### config.mk
export PLATFORM = sky130hd
export DESIGN_NAME = ama_riscv_trace_tx
export DESIGN_NICKNAME = d
export VERILOG_FILES = /design/src/rtl/ama_riscv_trace_tx.sv
export SDC_FILE = /design/constraint.sdc
export NUM_CORES = 1
export LEC_CHECK = 0
export ABC_CLOCK_PERIOD_IN_PS = 13550
export BUFFER_PORTS_ARGS = -buffer_cell sky130_fd_sc_hd__buf_2
export CAP_MARGIN = 30
export CELL_PAD_IN_SITES_DETAIL_PLACEMENT = 0
export CELL_PAD_IN_SITES_GLOBAL_PLACEMENT = 1
export CORE_ASPECT_RATIO = 0.75
export CORE_UTILIZATION = 38
export CTS_CLUSTER_SIZE = 25
export DETAILED_ROUTE_END_ITERATION = 10
export MAX_ROUTING_LAYER = met4
export PLACE_DENSITY_LB_ADDON = 0.12
export REMOVE_ABC_BUFFERS = 1
export SLEW_MARGIN = 20
export SYNTH_ARGS = -nofsm -noshare
export SYNTH_HDL_FRONTEND = slang
export SYNTH_SLANG_ARGS = --single-unit
export TNS_END_PERCENT = 20
### constraint.sdc
create_clock -name clk -period 13.55 [get_ports clk]
set_clock_uncertainty 0.05 [all_clocks]
set_input_delay 1.355 -clock clk [delete_from_list [all_inputs] [get_ports clk]]
set_output_delay 1.355 -clock clk [all_outputs]
set_load 0.1 [all_outputs]
### src/rtl/ama_riscv_trace_tx.sv
// rtl/ama_riscv_trace_tx.sv - retirement trace transmitter: entry FIFO plus 3-beat packet serializer
// One FIFO entry per retired instruction; each entry goes out as a header, PC and instruction beat.
module ama_riscv_trace_tx #(
   parameter int FIFO_DEPTH = 8,
   parameter int DROP_W     = 16
) (
   input  logic                          clk,
   input  logic                          rst,
   input  logic                          en,
   input  logic                          inst_retired,
   input  logic [31:0]                   pc_wbk,
   input  logic [31:0]                   inst_wbk,
   input  logic [1:0]                    ic_hm,
   input  logic [1:0]                    dc_hm,
   output logic                          tr_valid,
   output logic [31:0]                   tr_data,
   output logic                          tr_last,
   input  logic                          tr_ready,
   output logic [DROP_W-1:0]             drop_cnt,
   output logic [$clog2(FIFO_DEPTH):0]   fifo_level
);

   localparam int AW = $clog2(FIFO_DEPTH);
   localparam int LW = AW + 1;

   typedef enum logic [1:0] {S_IDLE, S_HDR, S_PC, S_INST} state_t;

   typedef struct packed {
      logic        ovf;
      logic [1:0]  ic;
      logic [1:0]  dc;
      logic [15:0] delta;
      logic [31:0] pc;
      logic [31:0] inst;
   } entry_t;

   entry_t              mem_q [FIFO_DEPTH];
   logic [AW-1:0]       wr_ptr_q, wr_ptr_d;
   logic [AW-1:0]       rd_ptr_q, rd_ptr_d;
   logic [LW-1:0]       count_q, count_d;
   logic [15:0]         delta_cnt_q, delta_cnt_d;
   logic                pend_ovf_q, pend_ovf_d;
   logic [DROP_W-1:0]   drop_cnt_q, drop_cnt_d;
   state_t              state_q, state_d;

   logic                capture, full, wr, pop;
   logic [15:0]         delta_sat;
   entry_t              entry_in;
   entry_t              head;

   always_comb begin
      capture     = en && inst_retired;
      full        = (count_q == LW'(FIFO_DEPTH));
      wr          = capture && !full;
      pop         = (state_q == S_INST) && tr_ready;
      delta_sat   = (&delta_cnt_q) ? delta_cnt_q : delta_cnt_q + 16'd1;
      entry_in    = {pend_ovf_q, ic_hm, dc_hm, delta_sat, pc_wbk, inst_wbk};

      wr_ptr_d    = wr_ptr_q;
      rd_ptr_d    = rd_ptr_q;
      count_d     = count_q;
      delta_cnt_d = delta_cnt_q;
      pend_ovf_d  = pend_ovf_q;
      drop_cnt_d  = drop_cnt_q;
      state_d     = state_q;

      if (wr) wr_ptr_d = wr_ptr_q + 1'b1;
      if (pop) rd_ptr_d = rd_ptr_q + 1'b1;
      case ({wr, pop})
         2'b10:   count_d = count_q + 1'b1;
         2'b01:   count_d = count_q - 1'b1;
         default: count_d = count_q;
      endcase

      if (en) delta_cnt_d = capture ? 16'd0 : delta_sat;

      // full is judged before this cycle's pop, so a capture racing a pop is still dropped
      if (capture && full) begin
         pend_ovf_d = 1'b1;
         if (!(&drop_cnt_q)) drop_cnt_d = drop_cnt_q + 1'b1;
      end else if (wr) begin
         pend_ovf_d = 1'b0;
      end

      case (state_q)
         S_IDLE:  if (count_q != '0) state_d = S_HDR;
         S_HDR:   if (tr_ready) state_d = S_PC;
         S_PC:    if (tr_ready) state_d = S_INST;
         S_INST:  if (tr_ready) state_d = (count_d != '0) ? S_HDR : S_IDLE;
         default: state_d = S_IDLE;
      endcase
   end

   always_ff @(posedge clk or posedge rst) begin
      if (rst) begin
         wr_ptr_q    <= '0;
         rd_ptr_q    <= '0;
         count_q     <= '0;
         delta_cnt_q <= '0;
         pend_ovf_q  <= 1'b0;
         drop_cnt_q  <= '0;
         state_q     <= S_IDLE;
      end else begin
         wr_ptr_q    <= wr_ptr_d;
         rd_ptr_q    <= rd_ptr_d;
         count_q     <= count_d;
         delta_cnt_q <= delta_cnt_d;
         pend_ovf_q  <= pend_ovf_d;
         drop_cnt_q  <= drop_cnt_d;
         state_q     <= state_d;
      end
   end

   always_ff @(posedge clk) begin
      if (wr) mem_q[wr_ptr_q] <= entry_in;
   end

   // head only moves on pop, so beats stay stable while the sink stalls
   always_comb begin
      head = mem_q[rd_ptr_q];
      case (state_q)
         S_HDR:   tr_data = {4'hA, head.ovf, head.ic, head.dc, 7'd0, head.delta};
         S_PC:    tr_data = head.pc;
         S_INST:  tr_data = head.inst;
         default: tr_data = 32'd0;
      endcase
   end

   assign tr_valid   = (state_q != S_IDLE);
   assign tr_last    = (state_q == S_INST);
   assign drop_cnt   = drop_cnt_q;
   assign fifo_level = count_q;

endmodule

==> results.sh, run 1 <==
export IMPL_dp_worst_setup_slack_ns=8.58
export IMPL_design_area_sq_um=32900
export IMPL_first_pass_iters=5
export IMPL_worstReg2RegStart="state_q[0]"
export IMPL_fin_nets=1602
export IMPL_synth_edf_count=680
export IMPL_required_ns=12.15
export IMPL_holdCritStartpoint="drop_cnt[15]"
export IMPL_start_util_pct=38.7
export IMPL_hold_path_endpoint="drop_cnt[15]"
export IMPL_startpoint="rd_ptr_q[0]"
export IMPL_fmax_mhz=183
export IMPL_min_path_type="reg -> reg"
export IMPL_fin_crit_ns=5.46
export IMPL_critPathSlowestCell="dfrtp_4"
export IMPL_startpoint_type="flip-flop"
export IMPL_async_flop_share_pct=6.21
export IMPL_ir_drop_mv=0.141
export IMPL_clockRootBuffer="clkbuf_16"
export IMPL_totalWireLength_microns=64500
export IMPL_synth_top_area_cell="edfxtp_1"
export IMPL_wl_per_cell_microns=25.3
export IMPL_chipWidth_microns=319
export IMPL_drtIter0Drc=1053
export IMPL_fin_setup_tns_ns=0
export IMPL_rows=86
export IMPL_synth_top_cells_by_count="edfxtp_1, mux4_2, mux2_2, nor2_1, dfrtp_1"
export IMPL_antenna_found_initial=2
export IMPL_dp_hpwl_microns=33400
export IMPL_critPathBufInv=2
export IMPL_synth_area_sq_um=28700
export IMPL_worst_r2r_cell_count=10
export IMPL_cts_buffers=73
export IMPL_cts_tree="built"
export IMPL_antenna_left=0
export IMPL_status="completed"
export IMPL_clkSlewWorstSetupHoldPaths_ns=0.06
export IMPL_finalHoldViolations=0
export IMPL_post_cts_resized=0
export IMPL_cpPeakStageDelay_ns=0.83
export IMPL_drv_cap=0
export IMPL_period_share_pct=40.3
export IMPL_p_leak_nw=10.7
export IMPL_rsz0062_at_grt="no"
export IMPL_numClockSinks=725
export IMPL_numPortBuffers=126
export IMPL_vias=13700
export IMPL_cp_max_fo=102
export IMPL_end_kind="primary output"
export IMPL_synth_flop_cell="edfxtp_1"
export IMPL_crit_family="buffers and inverters"
export IMPL_arrival_ns=4.06
export IMPL_grt_pass1_wl_microns=96200
export IMPL_post_cts_buffers=0
export IMPL_grt_max_degree=103
export IMPL_syn_to_final_growth_pct=14.8
export IMPL_synth_area_leaders="edfxtp_1, mux4_2, dfrtp_1"
export IMPL_yosys_cell_count_top_type="edfxtp_1"
export IMPL_worst_slack_ns=8.09
export IMPL_remaining_drc_errors=0
export IMPL_overflow=0
export IMPL_die_area_sq_um=76500
export IMPL_htree_levels=3
export IMPL_rrSetupSlack_ns=10.24
export IMPL_ys_ff_latch=725
export IMPL_path_cells="buf_12, mux4_2, mux2_2, a222oi_1, nor2_1, buf_2"
export IMPL_postPlaceCellArea_sq_um=30500
export IMPL_ios=127
export IMPL_die_h_microns=240
export IMPL_path_class="reg -> out"
export IMPL_clock_latency_ns=0.62
export IMPL_drt_vias_per_instance=5.37
export IMPL_synth_cell_types=61
export IMPL_p_per_area_nw_per_um2=221
export IMPL_maxSlewHeadroom_pct=34.3
export IMPL_gp_routability_congestion=0.732
export IMPL_synth_cells=1355
export IMPL_tightest_slew_ns=0.986
export IMPL_ctsHoldBuffers=0
export IMPL_seq_area_frac_synth_pct=75.2
export IMPL_finalSetupViolCount=0
export IMPL_ys_warnings_count=0
export IMPL_coreArea_sq_um=74000
export IMPL_final_max_slew_violation_count=0
export IMPL_clk_path_buf_depth=3
export IMPL_grt_use_total_pct=17.7
export IMPL_synth_area_per_cell_sq_um=21.1
export IMPL_hold_depth=1
export IMPL_yosysTopAreaCellShare_pct=71.3
export IMPL_grt_pass1_vias=14600
export IMPL_r2r_end="state_q[0]"
export IMPL_drive_above_1_share_pct=34.4
## cell type report
type | instances | area (sq um)
antenna | 3 | 7.51
clock buffer | 99 | 1980
clock inverter | 35 | 393
fill | 6353 | 41100
inverter | 13 | 48.8
multi-input combinational | 548 | 6780
sequential | 725 | 21600
tap | 968 | 1210
timing repair buffer | 157 | 926
## cells in the final DEF, fill, tap and decap left out, types with 4 or more instances in the layout
master        n
a21oi_1      17
a222oi_1     21
a22oi_1      12
a31o_2        4
and3_1        8
and4_1        5
buf_2       127
buf_4        26
bufinv_16     7
clkbuf_1     22
clkbuf_16    74
clkinv_1      8
clkinv_2     11
clkinvlp_4    4
dfrtp_1      42
edfxtp_1    680
ha_1          8
inv_1        11
inv_6         4
mux2_2       84
mux4_2      170
nand2_1      37
nand2b_1      5
nand3_1      13
nand4_1       6
nor2_1       45
nor3_1        5
nor3_2        5
o21ai_0      11
xnor2_1      22
xor2_1       12
## cells by family after synthesis
family / count (synthesis) / share of synthesized area (%)
buf+inv: 82 / 1.37
mux: 256 / 16.7
fa+ha+maj: 11 / 0.480
flops: 725 / 75.2
compound gates: 96 / 2.56
simple gates: 151 / 2.62
xor+xnor: 34 / 1.04
## state kept, by name, summed over array words and instances (netlist names)
signal / cells
rd_ptr_q: 3
delta_cnt_q: 16
drop_cnt: 16
mem_q: 680
wr_ptr_q: 3
pend_ovf_q: 1
state_q: 2
fifo_level: 4
## routing by layer
layer  share of wire, %  routed length (microns)  global-route usage, %  up-vias
met1                 47                    30600                   24.5     7361
met5                  0                        0                      -        -
met2                 47                    30400                   27.4      222
met4                1.9                     1230                   4.37        0
li1                   -                        -                      -     6001
met3                3.6                     2300                   3.02      101
## worst max path at each step
stage | to | slack, ns | cells past startpoint
after floorplan | mem_q[0][0] | 2.84 | 4
after CTS | tr_data[2] | 7.89 | 6
after detailed placement | tr_data[2] | 8.58 | 6
after global placement | tr_data[27] | 8.47 | 6
after global routing | tr_data[9] | 7.77 | 6
final | tr_data[25] | 8.09 | 6
## where the power goes
| part | internal (mW) | switching [mW] |
|---|---|---|
| clock | 1.17 | 0.849 |
| sequential | 2.65 | 0.150 |
| combinational | 0.875 | 1.57 |
## metrics by stage
step	hold WS, ns	util, %	std cells	power, mW
4_1_cts	0.436	44.3	2542	7.37
5_1_grt	0.458	44.4	2547	7.58
6_report	0.433	44.4	2548	7.27
2_1_floorplan	0.467	-	1286	4.94
3_3_place_gp	0.426	41.1	2407	5.33
3_5_place_dp	0.424	41.1	2408	5.34
Power figures use the tool's default switching activity.
==> inputs of run 2 (changes only) <==
- ABC_AREA: unset -> 1
- ABC_CLOCK_PERIOD_IN_PS: 13550 -> 5600
- clock period: 13.55 -> 5.6 ns (I/O delays scaled with it)
==> run 2 against run 1 <==
  * Cell area grew 1.5%
  * Setup slack lost 6.8 ns
  * Largest power group unchanged
  * Via count up 24%
  * First-iteration DRC count up 8.5%
  * Critical path depth is 3 higher
  * Final cell count rose by 26%
  * Area after synthesis increased by 1.9%
==> results.sh, run 2 <==
export IMPL_status="completed"
export IMPL_arrival_ns=3.74
export IMPL_seq_area_sq_um=21600
export IMPL_cpPeakStageDelay_ns=0.68
export IMPL_mostFrequentLayoutCells="edfxtp_1, nor2_1, o21ai_0"
export IMPL_final_util_pct=44.1
export IMPL_top_usage_layer="met2"
export IMPL_seq_area_frac_synth_pct=73.8
export IMPL_async_flop_share_pct=6.21
export IMPL_grt_pass1_wl_microns=108000
export IMPL_met3_usage_pct=3.33
export IMPL_vias=17000
export IMPL_ir_drop_mv=0.438
export IMPL_ys_ff_latch=725
export IMPL_ctsHoldBuffers=1
export IMPL_die_h_microns=242
export IMPL_post_cts_buffers=0
export IMPL_die_area_sq_um=78000
export IMPL_largest_register_ffs=680
export IMPL_remaining_drc_errors=0
export IMPL_finalHoldViolations=0
export IMPL_dp_hpwl_microns=37000
export IMPL_dp_worst_setup_slack_ns=1.88
export IMPL_p_per_area_nw_per_um2=539
export IMPL_numPortBuffers=126
export IMPL_ys_warnings_count=0
export IMPL_clkSlewWorstSetupHoldPaths_ns=0.06
export IMPL_cts_buffers=76
export IMPL_drtIter0Drc=1143
export IMPL_clock_latency_ns=0.62
export IMPL_cp_common_cell="buf_4"
export IMPL_synth_flop_cell="edfxtp_1"
export IMPL_path_cells="buf_4, buf_4, o21ai_0, o221ai_1, o211ai_1, nand3_1, nand2_1, inv_1, buf_2"
export IMPL_synth_cells=2026
export IMPL_grt_met2_usage_pct=28.9
export IMPL_period_share_pct=77.7
export IMPL_synth_top_cells_by_count="edfxtp_1, nor2_1, o21ai_0, mux2i_1, o221ai_1"
export IMPL_numClockSinks=725
export IMPL_yosys_cell_count_top_type="edfxtp_1"
export IMPL_cp_max_fo=60
export IMPL_met1_usage_pct=26.2
export IMPL_rows=87
export IMPL_cts_tree="built"
export IMPL_synth_area_per_cell_sq_um=14.4
export IMPL_start_util_pct=38.6
export IMPL_antenna_found_initial=3
export IMPL_coreArea_sq_um=75700
export IMPL_final_max_slew_violation_count=0
export IMPL_syn_to_final_growth_pct=14.3
export IMPL_synth_area_sq_um=29200
export IMPL_overflow=0
export IMPL_synth_top_area_cell="edfxtp_1"
export IMPL_postPlaceCellArea_sq_um=30900
export IMPL_regMostFlops="mem_q"
export IMPL_mostFrequentLayoutCell="edfxtp_1"
export IMPL_chipWidth_microns=322
export IMPL_drt_vias_per_instance=5.27
export IMPL_ios=127
export IMPL_rsz0062_at_grt="no"
export IMPL_path_class="reg -> out"
export IMPL_grt_max_degree=161
export IMPL_grt_pass1_vias=17000
export IMPL_fillers=6713
export IMPL_min_path_type="in -> reg"
export IMPL_synth_cell_types=45
export IMPL_required_ns=4.99
export IMPL_antenna_left=0
export IMPL_fin_nets=2223
export IMPL_synth_area_leaders="edfxtp_1, mux2i_1, nor2_1"
export IMPL_clk_path_buf_depth=3
export IMPL_wl_per_cell_microns=22.2
export IMPL_end_kind="primary output"
export IMPL_tightest_slew_ns=0.986
export IMPL_fin_setup_tns_ns=0
export IMPL_post_cts_resized=0
export IMPL_startpoint_type="flip-flop"
export IMPL_p_leak_nw=11.6
export IMPL_design_area_sq_um=33400
export IMPL_finalSetupViolCount=0
export IMPL_maxSlewHeadroom_pct=34.2
export IMPL_yosysTopAreaCellShare_pct=69.9
export IMPL_p_total_mw=18.0
export IMPL_fmax_mhz=230
export IMPL_first_pass_iters=5
export IMPL_multi_input_area_sq_um=6670
export IMPL_gp_routability_congestion=0.731
export IMPL_worst_slack_ns=1.25
export IMPL_grt_use_total_pct=18.9
export IMPL_htree_levels=3
export IMPL_drv_cap=0
export IMPL_clockRootBuffer="clkbuf_16"
export IMPL_fin_crit_ns=4.35
export IMPL_synth_edf_count=680
export IMPL_drive_above_1_share_pct=13.8
export IMPL_critPathSlowestCell="buf_4"
export IMPL_totalWireLength_microns=71400
## run 2: cell count changes in the layout (fill, tap and decap cells not counted), sizes merged, moves of 49 or more
| cell | previous run | this run |
|---|---|---|
| o221ai | 0 | 121 |
| o32ai | 0 | 49 |
| nor2 | 48 | 306 |
| o21ai | 11 | 193 |
| nand2 | 37 | 86 |
| inv | 17 | 82 |
| nand3 | 13 | 83 |
| mux4 | 170 | 0 |
| mux2 | 84 | 1 |
| mux2i | 2 | 121 |
## run 2: final cells by class
cell class,instances,area share (%)
sequential,725,64.6
multi-input combinational,1085,20.0
clock buffer,106,6.31
tap,1023,3.83
timing repair buffer,168,3.39
inverter,83,0.967
clock inverter,29,0.948
antenna,2,0.0150
## run 2: per-layer routing
metal  vias up  routed length, microns  part of all wire (%)
met2       364                   33000                    46
met4         0                    1480                   2.1
li1       7946                       -                     -
met1      8565                   33700                    47
met5         -                       0                     0
met3       108                    3170                   4.4
## run 2: stage by stage
| stage | instances | hold WS [ns] |
|---|---|---|
| after global placement | 3081 | 0.435 |
| after global routing | 3221 | 0.140 |
| after CTS | 3218 | 0.120 |
| after floorplan | 1893 | 0.441 |
| after detailed placement | 3082 | 0.438 |
| final | 3221 | 0.156 |
## run 2: power by group
part	switching [mW]	internal (mW)
Sequential	0.274	6.38
Combinational	4.82	1.54
Clock	2.04	2.94
## run 2: worst paths after layout
check	from	endpoint	slack (ns)	cells past startpoint
max reg2reg	state_q[1]	state_q[0]	2.21	14
min in group asynchronous	rst	fifo_level[2]	0.54	3
max	rd_ptr_q[0]	tr_data[10]	1.25	9
min	inst_wbk[15]	mem_q[0][15]	0.16	1
max in group asynchronous	rst	rd_ptr_q[0]	4.48	3
min reg2reg	drop_cnt[5]	drop_cnt[5]	0.44	1
## run 2: cell families after synthesis
group	Yosys count	share of synthesized area (%)
XOR/XNOR	28	0.866
AO/OA/AOI/OAI	432	10.0
AND/OR/NAND/NOR	492	7.07
flip-flops	725	73.8
adder cells (fa/ha/maj)	11	0.471
buffers and inverters	216	3.60
multiplexers	122	4.19
## run 2: critical path, delay by kind of cell, from the launching register on
family                 cells  cell delay [ns]
AND/OR/NAND/NOR            2             0.19
buffers and inverters      4             1.65
AO/OA/AOI/OAI              3             0.57
flip-flops                 1             0.66
==> inputs of run 3 (changes only) <==
- ABC_CLOCK_PERIOD_IN_PS: 5600 -> 4300
- clock period: 5.6 -> 4.3 ns (I/O delays scaled with it)
==> run 3 against run 2 <==
  * Final cell count up 1.2%
  * First-iteration DRC count increased by 13%
  * Non-clock buffer count up 33
  * Sequential power increased by 29%
  * Sequential share of layout area is 0.93 points lower
  * Hold slack got worse by 0.12 ns
  * Largest power group is now combinational cells
  * Utilization grew 0.65 points
  * Critical endpoint is now tr_data[9]
==> results.sh, run 3 (synthesized netlist as in run 2, its figures left out) <==
export IMPL_syn_to_final_growth_pct=16.0
export IMPL_drtIter0Drc=1297
export IMPL_drt_vias_per_instance=5.29
export IMPL_grt_pass1_vias=17600
export IMPL_fin_nets=2256
export IMPL_grt_use_total_pct=19.4
export IMPL_vias=17200
export IMPL_coreArea_sq_um=75700
export IMPL_pwr_share_clk_pct=27.6
export IMPL_path_class="reg -> out"
export IMPL_rows=87
export IMPL_hold_slack_ns=0.0389
export IMPL_cts_tree="built"
export IMPL_chipWidth_microns=322
export IMPL_end_kind="primary output"
export IMPL_startpoint_type="flip-flop"
export IMPL_arrival_ns=3.25
export IMPL_rsz0062_at_grt="no"
export IMPL_power_share_switching_pct=39.7
export IMPL_p_sw_mw=9.46
export IMPL_clockRootBuffer="clkbuf_16"
export IMPL_totalWireLength_microns=72400
export IMPL_start_util_pct=38.6
export IMPL_combPwrFrac_pct=36.5
export IMPL_grt_max_degree=150
export IMPL_overflow=0
export IMPL_internal_power_mw=14.4
export IMPL_htree_levels=3
export IMPL_drive_above_1_share_pct=14.3
export IMPL_dp_cells=3086
export IMPL_die_h_microns=242
export IMPL_status="completed"
export IMPL_first_pass_iters=5
export IMPL_gp_routability_congestion=0.734
export IMPL_required_ns=3.82
export IMPL_clk_path_buf_depth=3
export IMPL_fin_crit_ns=3.73
export IMPL_antenna_left=0
export IMPL_clkSlewWorstSetupHoldPaths_ns=0.06
export IMPL_dp_hpwl_microns=37300
export IMPL_cts_buffers=76
export IMPL_fmax_mhz=268
export IMPL_tightest_slew_ns=0.930
export IMPL_seqPwrFrac_pct=35.9
export IMPL_wl_per_cell_microns=22.2
export IMPL_numClockSinks=725
export IMPL_grt_pass1_wl_microns=111000
export IMPL_p_per_area_nw_per_um2=704
export IMPL_drv_cap=0
export IMPL_remaining_drc_errors=0
export IMPL_mostFrequentLayoutCells="edfxtp_1, nor2_1, o21ai_0"
export IMPL_antenna_found_initial=3
export IMPL_finalHoldViolations=0
export IMPL_numPortBuffers=126
export IMPL_ios=127
export IMPL_die_area_sq_um=78000
export IMPL_min_path_type="in -> reg"
export IMPL_maxSlewHeadroom_pct=38.0
export IMPL_ir_drop_mv=0.574
export IMPL_final_max_slew_violation_count=0
export IMPL_regMostFlops="mem_q"
export IMPL_mostFrequentLayoutCell="edfxtp_1"
export IMPL_final_util_pct=44.8
export IMPL_cp_max_fo=78
export IMPL_p_leak_nw=11.8
export IMPL_period_share_pct=86.8
export IMPL_dp_worst_setup_slack_ns=1.17
export IMPL_finalSetupViolCount=0
export IMPL_worst_slack_ns=0.567
export IMPL_clock_latency_ns=0.63
export IMPL_post_cts_resized=0
export IMPL_final_cell_count_no_fill=3260
export IMPL_largest_register_ffs=680
==> run 3: timing repair <==
item / 4_1_cts / 5_1_grt
buffers inserted: 0 / 0
endpoints found under the hold margin: 211 / 0
hold buffers: 30 / 0
==> run 3: final timing paths <==
kind | startpoint | to | slack, ns | depth (start not counted)
setup / recovery | rd_ptr_q[0] | tr_data[9] | 0.57 | 9
hold / removal | pc_wbk[10] | mem_q[2][42] | 0.04 | 1
setup reg to reg | state_q[1] | state_q[0] | 1.57 | 14
hold reg to reg | drop_cnt[5] | drop_cnt[5] | 0.44 | 1
max in group asynchronous | rst | rd_ptr_q[0] | 3.36 | 4
min in group asynchronous | rst | drop_cnt[15] | 0.31 | 3
==> run 3: critical path, cell delays in order, from the launching register on <==
cell	delay [ns]
dfrtp_4	0.53
inv_6	0.59
buf_4	0.37
nor2_1	0.07
o221ai_1	0.21
o211ai_1	0.14
nand3_1	0.11
nand2_1	0.05
inv_1	0.11
buf_2	0.43
==> run 3: final cells by class <==
class / instances / area [sq um]
tap: 1023 / 1280
antenna: 2 / 5.00
fill: 6820 / 41800
timing repair buffer: 201 / 1580
sequential: 725 / 21600
clock inverter: 45 / 472
clock buffer: 96 / 2000
multi-input combinational: 1085 / 6670
inverter: 83 / 319
==> run 3: metrics by stage <==
step                cell area, sq um  total power [mW]  TNS [ns]
finish                         33900              23.8         0
global route                   33900              25.1         0
CTS                            33900              24.2         0
detailed placement             31100              17.5         0
global placement               31100              17.5         0
floorplan                      28500              14.6  -1220.58
==> run 3: power groups by stage <==
| stage | clock, mW | combinational, mW | sequential [mW] |
|---|---|---|---|
| after floorplan | 0 | 5.16 | 9.40 |
| after global placement | 0 | 8.79 | 8.69 |
| after detailed placement | 0 | 8.84 | 8.70 |
| after CTS | 6.77 | 8.88 | 8.55 |
| after global routing | 7.04 | 9.44 | 8.60 |
| final | 6.58 | 8.71 | 8.55 |
==> run 3: per-layer routing <==
metal | vias up | wire length (microns) | global-route usage [%]
met2 | 316 | 33500 | 29.4
li1 | 8027 | - | -
met1 | 8810 | 34800 | 27.2
met3 | 87 | 2910 | 3.44
met4 | 0 | 1120 | 4.02
met5 | - | 0 | -
